<file path="src/rtl/cpu_pkg.sv">
// -----------------------------------------------------------------------------
// cpu_pkg
//   Shared types and constants for the CPU front end.
//   word_t        : 32-bit bus type used for addresses and instruction words
//   fetch_state_t : instruction-fetch FSM states
//   NOP_INSTR     : canonical no-op (addi x0, x0, 0) shown while nothing is fetched
//   word_align()  : clears the two low address bits
// -----------------------------------------------------------------------------
package cpu_pkg;

    typedef logic [31:0] word_t;

    typedef enum logic [1:0] {
        IDLE   = 2'd0,
        FETCH  = 2'd1,
        ISSUED = 2'd2
    } fetch_state_t;

    localparam word_t NOP_INSTR = 32'h0000_0013;
    localparam word_t PC_STEP   = 32'd4;

    function automatic word_t word_align(input word_t addr);
        return addr & ~word_t'(3);
    endfunction

endpackage

</file>
<file path="src/rtl/fetch_pc.sv">
// -----------------------------------------------------------------------------
// fetch_pc
//   Program counter register and next-PC selection for the fetch stage.
//   Ports:
//     clk, rst  : clock, asynchronous active-high reset (loads RESET_PC)
//     advance   : retire the current instruction and move the PC this cycle
//     redirect  : when advancing, take target instead of pc + 4
//     target    : redirect address; low two bits are dropped
//     pc        : current PC
//     pc_plus4  : pc + 4, combinational (link value for jal/jalr)
// -----------------------------------------------------------------------------
module fetch_pc
    import cpu_pkg::*;
#(
    parameter word_t RESET_PC = 32'h0000_0000
) (
    input  logic  clk,
    input  logic  rst,
    input  logic  advance,
    input  logic  redirect,
    input  word_t target,
    output word_t pc,
    output word_t pc_plus4
);

    word_t pc_q;
    word_t pc_d;

    always_comb begin
        // Modulo-2^32 add: 32'hFFFF_FFFC rolls over to 0 with no special case.
        pc_plus4 = pc_q + PC_STEP;
        // NOTE: every always_comb output gets a default first so no path can infer a latch.
        pc_d     = pc_q;
        if (advance) begin
            pc_d = redirect ? word_align(target) : pc_plus4;
        end
    end

    // NOTE: sequential state uses non-blocking assignments only, so all flops update together.
    always_ff @(posedge clk or posedge rst) begin
        if (rst) begin
            pc_q <= RESET_PC;
        end else begin
            pc_q <= pc_d;
        end
    end

    assign pc = pc_q;

endmodule

</file>
<file path="src/rtl/instr_fetch.sv">
// -----------------------------------------------------------------------------
// instr_fetch
//   Instruction fetch stage: owns the PC, fetches 32-bit words over a req/ack
//   handshake and holds the fetched word on instr until the core advances.
//   Ports:
//     clk, rst                    : clock, asynchronous active-high reset
//     en                          : run enable; 0 parks the stage in IDLE between instructions
//     stall                       : downstream busy; holds the issued instruction
//     branch_taken, branch_target : redirect for the issued instruction (sampled in ISSUED)
//     imem_req, imem_addr         : memory request and address (= pc)
//     imem_ack, imem_rdata        : memory response (valid data while imem_ack=1)
//     instr, instr_valid          : fetched word and its issue strobe
//     pc, pc_plus4                : address of instr and its successor
// -----------------------------------------------------------------------------
module instr_fetch
    import cpu_pkg::*;
#(
    parameter word_t RESET_PC = 32'h0000_0000
) (
    input  logic  clk,
    input  logic  rst,
    input  logic  en,
    input  logic  stall,
    input  logic  branch_taken,
    input  word_t branch_target,
    output logic  imem_req,
    output word_t imem_addr,
    input  logic  imem_ack,
    input  word_t imem_rdata,
    output word_t instr,
    output logic  instr_valid,
    output word_t pc,
    output word_t pc_plus4
);

    fetch_state_t state_q;
    fetch_state_t state_d;
    word_t        instr_q;
    word_t        instr_d;
    logic         advance;

    fetch_pc #(
        .RESET_PC (RESET_PC)
    ) u_fetch_pc (
        .clk      (clk),
        .rst      (rst),
        .advance  (advance),
        .redirect (branch_taken),
        .target   (branch_target),
        .pc       (pc),
        .pc_plus4 (pc_plus4)
    );

    always_comb begin
        state_d = state_q;
        instr_d = instr_q;
        advance = 1'b0;
        unique case (state_q)
            IDLE: begin
                if (en) begin
                    state_d = FETCH;
                end
            end
            FETCH: begin
                // A fetch is never abandoned: en, stall and branch_taken are ignored here.
                if (imem_ack) begin
                    instr_d = imem_rdata;
                    state_d = ISSUED;
                end
            end
            ISSUED: begin
                // Stall outranks a redirect; the execute path keeps branch_taken
                // asserted so it is taken on the cycle stall drops.
                if (!stall) begin
                    advance = 1'b1;
                    state_d = en ? FETCH : IDLE;
                end
            end
            default: begin
                state_d = IDLE;
            end
        endcase
    end

    always_ff @(posedge clk or posedge rst) begin
        if (rst) begin
            state_q <= IDLE;
            instr_q <= NOP_INSTR;
        end else begin
            state_q <= state_d;
            instr_q <= instr_d;
        end
    end

    // Handshake and issue strobe are pure state decodes, so an asynchronous
    // reset drops imem_req in the same cycle it is applied.
    assign imem_req    = (state_q == FETCH);
    assign instr_valid = (state_q == ISSUED);
    assign imem_addr   = pc;
    assign instr       = instr_q;

endmodule

</file>
<file path="config.mk">
export PLATFORM = sky130hd
export DESIGN_NAME = instr_fetch
export DESIGN_NICKNAME = d
export VERILOG_FILES = /design/src/rtl/cpu_pkg.sv /design/src/rtl/fetch_pc.sv /design/src/rtl/instr_fetch.sv
export SDC_FILE = /design/constraint.sdc
export NUM_CORES = 1
export LEC_CHECK = 0
export ABC_AREA = 0
export CORE_ASPECT_RATIO = 1.1
export CORE_UTILIZATION = 44
export DETAILED_ROUTE_END_ITERATION = 6
export GPL_TIMING_DRIVEN = 0
export PLACE_DENSITY = 0.87
export SYNTH_ARGS = -nofsm -noshare
export SYNTH_HDL_FRONTEND = slang
export SYNTH_SLANG_ARGS = --single-unit
</file>
<file path="constraint.sdc">
create_clock -name clk -period 5.25 [get_ports clk]
set_input_delay 0.7875 -clock clk [delete_from_list [all_inputs] [get_ports clk]]
set_output_delay 0.7875 -clock clk [all_outputs]
set_load 0.1 [all_outputs]
</file>
# --- After elaboration in Yosys (flattened, before gate mapping) ---
# Index checks and enable logic that the tools add are counted.
# W data, S select, Z words.
totals:
  latchBits: 0
  n_memories: 0
  ram_bits: 0
  wordCells: 20
  regBits: 66
  inputBits: 70
  mem_bits_ro: 0
  output_inout_bits: 130
op_classes:
  bitwise_logic: 0
  addsub: 1
  eq_ne: 5
  multipliers: 0
  n_shift: 0
  mux: 8
  div_mod_pow: 0
  n_reduce_logical: 3
  order_cmp: 0
ops:
  columns: ["op", "count"]
  rows:
  - ["$add A32 B3 Y32 const B", 1]
  - ["$mux W32", 1]
  - ["$mux W2", 3]
  - ["$pmux W2 S3", 1]
  - ["$ne A2 B2 Y1 const B", 2]
  - ["$mux W1", 3]
  - ["$reduce_and A3 Y1", 1]
  - ["$eq A2 B1 Y1 const B", 1]
  - ["$eq A2 B2 Y1 const B", 1]
  - ["$logic_not A2 Y1", 1]
  - ["$ne A2 B1 Y1 const B", 1]
  - ["$reduce_and A2 Y1", 1]

# --- Longest topological paths before layout ---
# Gate-level depths: netlist of run 1.
logic_depth:
  depth_word: 3
  depth_mapped: 7
  ltp_nobuf: 5

# --- Hierarchy ---
# From an unflattened synthesis of run 1, not the netlist that was laid out.
unflattened:
  cells_unflattened: 392
  area_unflattened_um2: 3988.8
by_module_without_submodules:
  columns: ["mod", "instances", "area_each_um2", "seq_area_each_um2", "cells_each"]
  rows:
  - ["fetch_pc", 1, 2322.2, 750.7, 281]
  - ["instr_fetch", 1, 1666.6, 854.6, 111]

# --- Least setup slack after synthesis of run 1 ---
# OpenSTA, ideal clock, no wires.
synth_path:
  path_kind: "flip-flop to output port"
  start: "reg u_fetch_pc.pc_q[2] (netlist: u_fetch_pc.pc[2])"
  end: "out pc_plus4[28]"
  slack_ns: 0.648
  path_stages_with_launch: 7
  t_arrival_ns: 3.814
  n_path_buf: 1
  required_time_ns: 4.463
  path_cell_list: "dfrtp_1 ha_1 nand4_1 nor4_1 buf_2 nand4_1 xnor2_1"
synth_between:
  elab_chain_len: 1
synth_rtl:
  columns: ["element", "line_no", "rtl"]
  rows:
  - ["from (decl)", "fetch_pc.sv:26", "word_t pc_q;"]
  - ["from (signal assigned)", "fetch_pc.sv:44", "pc_q <= pc_d;"]
  - ["$add A32 B3 Y32", "fetch_pc.sv:31", "pc_plus4 = pc_q + PC_STEP;"]
  - ["to (decl)", "instr_fetch.sv:33", "output word_t pc_plus4"]
# No other way between the ends.

# --- Worst setup path in the final report of run 1 ---
layout_path:
  start: "reg u_fetch_pc.pc_q[2] (netlist: u_fetch_pc.pc[2])"
  end: "out pc_plus4[24]"
# Same word-level chain as after synthesis.

==> results of run 1 <==
worst paths after layout:
check,from,slack (ps),to,cells after the start
setup / recovery,u_fetch_pc.pc[2]$_DFFE_PP0N_,800,pc_plus4[24],7
hold / removal,instr[18]$_DFFE_PP0P_,510,instr[18]$_DFFE_PP0P_,1
setup reg to reg,state_q[0]$_DFFE_PP0P_,2780,u_fetch_pc.pc[17]$_DFFE_PP0N_,5
hold reg to reg,instr[18]$_DFFE_PP0P_,510,instr[18]$_DFFE_PP0P_,1
max in group asynchronous,rst,3790,state_q[1]$_DFFE_PP0P_,3
min in group asynchronous,rst,850,instr[6]$_DFFE_PP0P_,2
cell usage in the layout, fill, tap and decap left out, types with 6 or more instances in the layout:
| cell type | count |
|---|---|
| clkdlybuf4s50_1 | 191 |
| dfrtp_1 | 61 |
| buf_4 | 38 |
| mux2_2 | 32 |
| nand2_1 | 27 |
| nor2_1 | 22 |
| clkbuf_1 | 20 |
| nand3_1 | 20 |
| xnor2_1 | 20 |
| nor3_1 | 19 |
| nand4_1 | 14 |
| o21ai_0 | 14 |
| a21oi_1 | 13 |
| inv_1 | 10 |
| a31oi_1 | 10 |
| clkbuf_8 | 9 |
| and3_1 | 8 |
| or3_1 | 8 |
| xor2_1 | 7 |
| buf_2 | 6 |
| o211ai_1 | 6 |
| conb_1 | 6 |
layer usage:
layer / up-vias / GRT usage, % / wire length, um
met5: - / 0 / 0
met4: 0 / 19.6 / 547
met3: 50 / 7.14 / 1350
met2: 305 / 49.2 / 6690
met1: 2053 / 32.5 / 5160
li1: 1940 / - / -
cells by family (layout without fill, tap and decap cells):
group	Yosys count	after routing	synth area share [%]
compound gates	76	76	13.0
xor+xnor	27	27	5.88
fa+ha+maj	1	1	0.311
buf+inv	78	286	11.0
flops	64	64	39.9
mux	33	33	9.21
other cells	1	6	0.0933
simple gates	151	151	20.6
sequential cells by signal, summed over array words and instances (netlist names):
name / flops
instr: 32
state_q: 2
u_fetch_pc.pc: 30
area by class of cell:
| class | count | area, sq um |
|---|---|---|
| fillers | 698 | 2570 |
| clock buffers | 10 | 128 |
| well taps | 114 | 143 |
| plain buffers | 67 | 402 |
| inverters | 11 | 41.3 |
| flip-flops and latches | 64 | 1610 |
| clock inverters | 6 | 60.1 |
| multi-input cells | 294 | 1990 |
| repair buffers | 192 | 1930 |
metrics by stage:
step	utilization, %	instances	setup WS, ps
finish	71.0	758	797
global placement	68.7	741	1270
floorplan	-	436	648
CTS	71.0	758	856
global route	71.0	758	661
detailed placement	68.9	742	1250
==> key figures, run 1 <==
Floorplanning
  – Starting Density: 45.3%
  – Die Y: 102 um
  – Cell Rows: 36
  – Total I/O pin count: 200
  – Die Wd: 93.2 um
  – Core area: 0.00887 sq mm
  – Total die area: 0.00953 sq mm

Worst setup path
  – CP Buf/Inv Count: 2
  – Critical Path RT: 4460 ps
  – Crit. End Element: output port
  – Largest delay share family, worst path: buffers and inverters
  – Crit Path Max Fanout: 10
  – Crit start category: register
  – CP max stage delay: 1170 ps
  – CP max-delay cell: clkdlybuf4s50_1
  – WS Path Type: reg2out
  – CP Data Arrival Time: 3670 ps
  – CP cell instances: ha_1 -> nand4_1 -> nor4_1 -> buf_2 -> nand3_1 -> xnor2_1 -> clkdlybuf4s50_1

STA
  – Final Cycle Share: 84.8%
  – Layout Skew: 12.6 ps
  – Setup TNS: 0 ps
  – Slew Limit Fails: 0
  – Crit path time final: 4450 ps
  – Hold_ws: 508 ps
  – Final hold vios: 0
  – Slew HR: 29.9%
  – Slew at the pin closest to its max-slew limit: 1050 ps
  – RSZ-0062 raised after global routing: false
  – Peak Freq: 225 MHz
  – Final setup viols: 0

Yosys
  – YS warnings: 0
  – Sequential area share after synthesis: 39.9%
  – Register bit total from synthesis: 64
  – Largest cells by area after synthesis: dfrtp_1 38%, mux2_2 9.0%, buf_4 7.1%, xnor2_1 4.4%, nand2_1 2.5%
  – Cell type with the largest total area after synthesis: dfrtp_1
  – Main synth FF type: dfrtp_1
  – FFs w/ async S/R, synth: 100%
  – Top-count cell post-synth: dfrtp_1
  – Mapped Cells: 431
  – Synth cell types: 58
  – Avg Inst Size Synth: 9.33 sq um
  – Post-synth EDFFs: 0
  – Synth top area share: 38.0%
  – Most common library cells after synthesis: 61 x dfrtp_1, 38 x buf_4, 32 x mux2_2, 27 x nand2_1, 22 x nor2_1
  – Post-Syn Area: 0.00402 sq mm

GRT
  – Initial antenna violation count: 0
  – Vias in the first global route: 4328
  – First-pass GRT wire length: 21100 um
  – Overall Global Routing Usage: 29.0%
  – Total grt overflow: 0
  – Largest net degree at the start of global routing: 34

Detailed routing
  – Iteration-0 DRC Markers: 302
  – DRC: 20
  – Pre-antenna DRT Iters: 7
  – Routed WL: 13800 um
  – Final ANT Viol Nets: 0
  – Vias: 4348
  – DR WL/cell: 18.1 um
  – Via density: 5.74

Clock tree
  – Setup bufs post-CTS: 0
  – Deepest clock path buffer count: 2
  – Post-cts resize count: 0
  – TritonCTS Buffers: 9
  – Root Buffer Master: clkbuf_8
  – Worst-Skew Late Latency: 360 ps
  – Clk slew on worst S/H paths: 70 ps
  – TritonCTS sink count: 64
  – CTS tree: done
  – H-tree levels: 3
  – CTS Hold Bufs: 0

Final layout
  – Share of cells above drive strength 1: 16.5%
  – Final instance area: 0.00630 sq mm
  – Diode count: 0
  – Area growth, synth to finish: 56.7%
  – Nets@finish: 710

Place
  – Post-DP HPWL: 10300 um
  – Final Wtd Congestion: 0.935
  – Placed Area: 0.00611 sq mm
  – PortBufs: 191

Job
  – Maxcap violations: 0

Hold path
  – HP Class: reg2reg

Outcome
  – Status: finished, violations left
  – Failing checks: DRC
Power of run 1 is left out: the tool's default activity adds up to more than one toggle a clock period on the data nets, which glitch-free logic cannot reach.
==> run 2, diff against run 1 <==
- CORE_UTILIZATION: 44 -> 41
- PLACE_DENSITY: 0.87 -> 0.82
- clock period: 5.25 -> 4.2 ns (I/O delays scaled with it)
==> run 2 against run 1 <==
  * The flow still finishes with violations (DRC)
  * Count of clock-buffer cells in the layout stayed put
  * Hold slack worse by 1.8 ps
  * Flip-flop and latch count is the same
  * First-iteration DRC count shrank 0.33%
  * Wire length barely moved
  * Worst setup slack worse by 680 ps
  * Clock skew down 3.4 ps
  * Register-to-register slack got worse by 990 ps
  * Critical endpoint is now pc_plus4[22]
  * Critical path type unchanged
==> key figures, run 2 (synthesis gave the netlist of run 1 again) <==
Outcome
  – Status: finished, violations left
  – Failing checks: DRC

Worst setup path
  – CP cell instances: ha_1 -> and4_1 -> nand4_1 -> nor2_1 -> xnor2_1 -> clkdlybuf4s50_1
  – R2R Setup Slk: 1790 ps
  – CP Data Arrival Time: 3450 ps
  – Crit Path Max Fanout: 9
  – Crit. End Element: output port
  – CP max-delay cell: clkdlybuf4s50_1
  – WS Path Type: reg2out
  – Crit start category: register
  – CP max stage delay: 1160 ps
  – Critical Path RT: 3570 ps

GRT
  – Vias in the first global route: 4320
  – Initial antenna violation count: 0
  – Overall Global Routing Usage: 27.8%
  – First-pass GRT wire length: 21600 um
  – Total grt overflow: 0
  – Largest net degree at the start of global routing: 38

Clock tree
  – CTS tree: done
  – Clk slew on worst S/H paths: 70 ps
  – Setup bufs post-CTS: 0
  – Root Buffer Master: clkbuf_8
  – TritonCTS Buffers: 9
  – Deepest clock path buffer count: 2
  – H-tree levels: 3
  – Worst-Skew Late Latency: 350 ps
  – TritonCTS sink count: 64

Final layout
  – Commonest non-fill, non-tap cell in the layout: clkdlybuf4s50_1
  – Nets@finish: 710
  – Max reg flops: 32
  – Fillers: 758
  – Final cell count without fillers: 761
  – Diode count: 0
  – Share of cells above drive strength 1: 18.5%
  – Commonest non-fill, non-tap cells in the layout: 182 x clkdlybuf4s50_1, 61 x dfrtp_1, 38 x buf_4, 32 x mux2_2, 27 x nand2_1
  – Area growth, synth to finish: 61.2%

Place
  – Post-DP HPWL: 10300 um
  – Final Wtd Congestion: 0.916
  – DP Cell Count: 745
  – PortBufs: 191

Detailed routing
  – DR WL/cell: 18.1 um
  – Final ANT Viol Nets: 0
  – Pre-antenna DRT Iters: 7
  – DR top layer: met4
  – Wl on met1: 5130 um
  – Via density: 5.57
  – DRC: 4
  – Metal3 WL: 1300 um
  – Routed wl met2: 7020 um
  – Routed WL: 13800 um
  – Iteration-0 DRC Markers: 301
  – Vias: 4241

Floorplanning
  – Core area: 0.00944 sq mm
  – Cell Rows: 37
  – Total I/O pin count: 200
  – Die Y: 106 um
  – Starting Density: 42.6%
  – Die Wd: 96.4 um
  – Total die area: 0.0102 sq mm

Job
  – Maxcap violations: 0

STA
  – Setup TNS: 0 ps
  – Slew Limit Fails: 0
  – Hold_ws: 506 ps
  – Crit path time final: 4080 ps
  – Slew HR: 31.7%
  – RSZ-0062 raised after global routing: false
  – Final Cycle Share: 97.1%
  – Final hold vios: 0
  – Layout Skew: 9.15 ps
  – Final setup viols: 0
  – Slew at the pin closest to its max-slew limit: 1020 ps
  – Peak Freq: 245 MHz

Hold path
  – HP Class: reg2reg
run 2: worst paths after layout:
kind	start	endpoint	cells after the start
setup / recovery	u_fetch_pc.pc[2]$_DFFE_PP0N_	pc_plus4[22]	6
hold / removal	instr[29]$_DFFE_PP0P_	instr[29]$_DFFE_PP0P_	1
setup reg to reg	u_fetch_pc.pc[2]$_DFFE_PP0N_	u_fetch_pc.pc[28]$_DFFE_PP0N_	6
hold reg to reg	instr[29]$_DFFE_PP0P_	instr[29]$_DFFE_PP0P_	1
max in group asynchronous	rst	instr[4]$_DFFE_PP1P_	3
min in group asynchronous	rst	u_fetch_pc.pc[17]$_DFFE_PP0N_	2
run 2: cell type report:
cell class              instances  area [sq um]  share of cell area (%)
multi-input cells             294          2080                    32.1
clock buffers                  10           138                    2.12
flip-flops and latches         64          1610                    24.8
repair buffers                192          1950                    30.1
plain buffers                  67           402                    6.20
inverters                      11          41.3                   0.637
well taps                     117           146                    2.26
clock inverters                 6           115                    1.78
run 2: metal layers:
| layer | vias to the layer above | track usage, % |
|---|---|---|
| met4 | 0 | 10.9 |
| met1 | 2019 | 34.1 |
| met2 | 256 | 46.4 |
| met3 | 36 | 6.64 |
| met5 | - | 0 |
| li1 | 1930 | - |
run 2: repair_timing:
item | in CTS | in global routing
hold buffers | 0 | 0
endpoints found under the setup margin | 1 | 9
gates resized for setup | 1 | 9
run 2: critical path: cells and delay by family, from the launching register on:
family                     cells  cell delay [ps]
and+or+nand+nor                3              950
xor gates and xnor gates       1              170
adders and majority gates      1              340
DFF                            1              480
buffers and inverters          1             1160
run 2: stage by stage:
stage                     area (sq um)  worst slack (ps)  utilization, %
after global routing              6480              14.4            68.6
after global placement            6190               298            65.5
final                             6480               122            68.6
after detailed placement          6210               329            65.7
after CTS                         6460              39.8            68.4
after floorplan                   4130              4.19               -
Power of run 2 is left out for the same reason.
==> run 3, diff against run 2 <==
- CORE_UTILIZATION: 41 -> 42
- CTS_BUF_LIST: default -> sky130_fd_sc_hd__clkbuf_2 sky130_fd_sc_hd__clkbuf_4 sky130_fd_sc_hd__clkbuf_8
- PLACE_DENSITY: 0.82 -> 0.83
==> run 3 against run 2 <==
  * The flow now finishes without violations
  * Via count is 2.5% higher
  * Fmax hardly changed
  * Die area is 2.3% lower
  * Flip-flop and latch count stayed put
  * Hold slack better by 1.9 ps
  * Critical path type unchanged
==> key figures, run 3 (synthesis gave the netlist of run 1 again) <==
Outcome
  – Status: finished, final reports clean

STA
  – Slew at the pin closest to its max-slew limit: 1020 ps
  – Peak Freq: 245 MHz
  – Final Cycle Share: 97.1%
  – Slew Limit Fails: 0
  – Final hold vios: 0
  – RSZ-0062 raised after global routing: false
  – Slew HR: 31.7%
  – Layout Skew: 12.7 ps
  – Setup TNS: 0 ps
  – Crit path time final: 4080 ps
  – Final setup viols: 0
  – Final WS setup: 124 ps

Detailed routing
  – Routed WL: 13700 um
  – DRC: 0
  – Final ANT Viol Nets: 0
  – Iteration-0 DRC Markers: 407
  – DR WL/cell: 18.0 um
  – Via density: 5.71
  – Pre-antenna DRT Iters: 6
  – Vias: 4347

Worst setup path
  – Crit. End Element: output port
  – Critical Path RT: 3570 ps
  – Worst R2R Start: u_fetch_pc.pc[2]$_DFFE_PP0N_
  – CP Buf/Inv Count: 1
  – CP cell instances: ha_1 -> and4_1 -> nand4_1 -> nor2_1 -> xnor2_1 -> clkdlybuf4s50_1
  – CP startpoint: u_fetch_pc.pc[2]$_DFFE_PP0N_
  – CP max stage delay: 1180 ps
  – CP Data Arrival Time: 3450 ps
  – CP max-delay cell: clkdlybuf4s50_1
  – Crit Path Max Fanout: 9
  – Largest delay share family, worst path: buffers and inverters
  – Crit start category: register
  – WS Path Type: reg2out

Floorplanning
  – Core area: 0.00931 sq mm
  – Total die area: 0.00997 sq mm
  – Die Wd: 95.3 um
  – Starting Density: 43.2%
  – Cell Rows: 37
  – Die Y: 105 um
  – Total I/O pin count: 200

Clock tree
  – Setup bufs post-CTS: 0
  – CTS Hold Bufs: 0
  – Root Buffer Master: clkbuf_8
  – Worst-Skew Late Latency: 350 ps
  – Deepest clock path buffer count: 2
  – H-tree levels: 3
  – CTS tree: done
  – Post-cts resize count: 1
  – TritonCTS Buffers: 9
  – Clk slew on worst S/H paths: 80 ps
  – TritonCTS sink count: 64

Place
  – Post-DP HPWL: 10200 um
  – Setup WS pre-CTS: 351 ps
  – PortBufs: 191
  – Final Wtd Congestion: 0.936
  – DP Cell Count: 745

Final layout
  – Multi-input gate area: 0.00208 sq mm
  – Diode count: 0
  – Share of cells above drive strength 1: 18.5%
  – Fillers: 699
  – Commonest non-fill, non-tap cell in the layout: clkdlybuf4s50_1
  – Final cell count without fillers: 761
  – Nets@finish: 710
  – Max reg flops: 32
  – Area growth, synth to finish: 61.1%
  – Commonest non-fill, non-tap cells in the layout: 182 x clkdlybuf4s50_1, 61 x dfrtp_1, 38 x buf_4, 32 x mux2_2, 27 x nand2_1
  – Storage cell area: 0.00161 sq mm

GRT
  – First-pass GRT wire length: 21700 um
  – Met1 Use GR: 35.6%
  – Overall Global Routing Usage: 28.6%
  – Met3 GRT Util: 4.95%
  – Vias in the first global route: 4232
  – GR Layer Usage met2: 47.2%
  – Largest net degree at the start of global routing: 42
  – Total grt overflow: 0
  – Initial antenna violation count: 0
  – GR peak layer: met2

Hold path
  – HP Class: reg2reg
  – Worst hold start: instr[7]$_DFFE_PP0P_

Job
  – Maxcap violations: 0
run 3: worst paths after layout:
kind	to	slack [ps]	depth (start not counted)
worst max-delay path	pc_plus4[22]	120	6
worst min-delay path	instr[7]$_DFFE_PP0P_	510	1
worst max register to register	u_fetch_pc.pc[28]$_DFFE_PP0N_	1770	6
worst min register to register	instr[7]$_DFFE_PP0P_	510	1
max in group asynchronous	instr[4]$_DFFE_PP1P_	2880	3
min in group asynchronous	instr[31]$_DFFE_PP0P_	640	2
run 3: routing by layer:
metal,up-vias,part of all wire (%)
met2,284,51
met1,2064,36
met3,61,9.5
met4,0,3.7
li1,1938,-
met5,-,0
run 3: layout make-up:
| cell class | count | area share, % |
|---|---|---|
| Sequential cell | 64 | 24.8 |
| Multi-Input combinational cell | 294 | 32.1 |
| Inverter | 11 | 0.637 |
| Clock buffer | 10 | 2.12 |
| Clock inverter | 6 | 1.78 |
| Timing Repair Buffer | 192 | 30.1 |
| Tap cell | 117 | 2.26 |
| Buffer | 67 | 6.20 |
run 3: through the flow:
step | hold slack, ps | cell area [sq um] | util [%]
4_1_cts | 511 | 6460 | 69.4
3_5_place_dp | 494 | 6210 | 66.7
6_report | 508 | 6480 | 69.6
3_3_place_gp | 489 | 6190 | 66.5
5_1_grt | 518 | 6480 | 69.6
2_1_floorplan | 486 | 4130 | -
Power of run 3 is left out for the same reason.
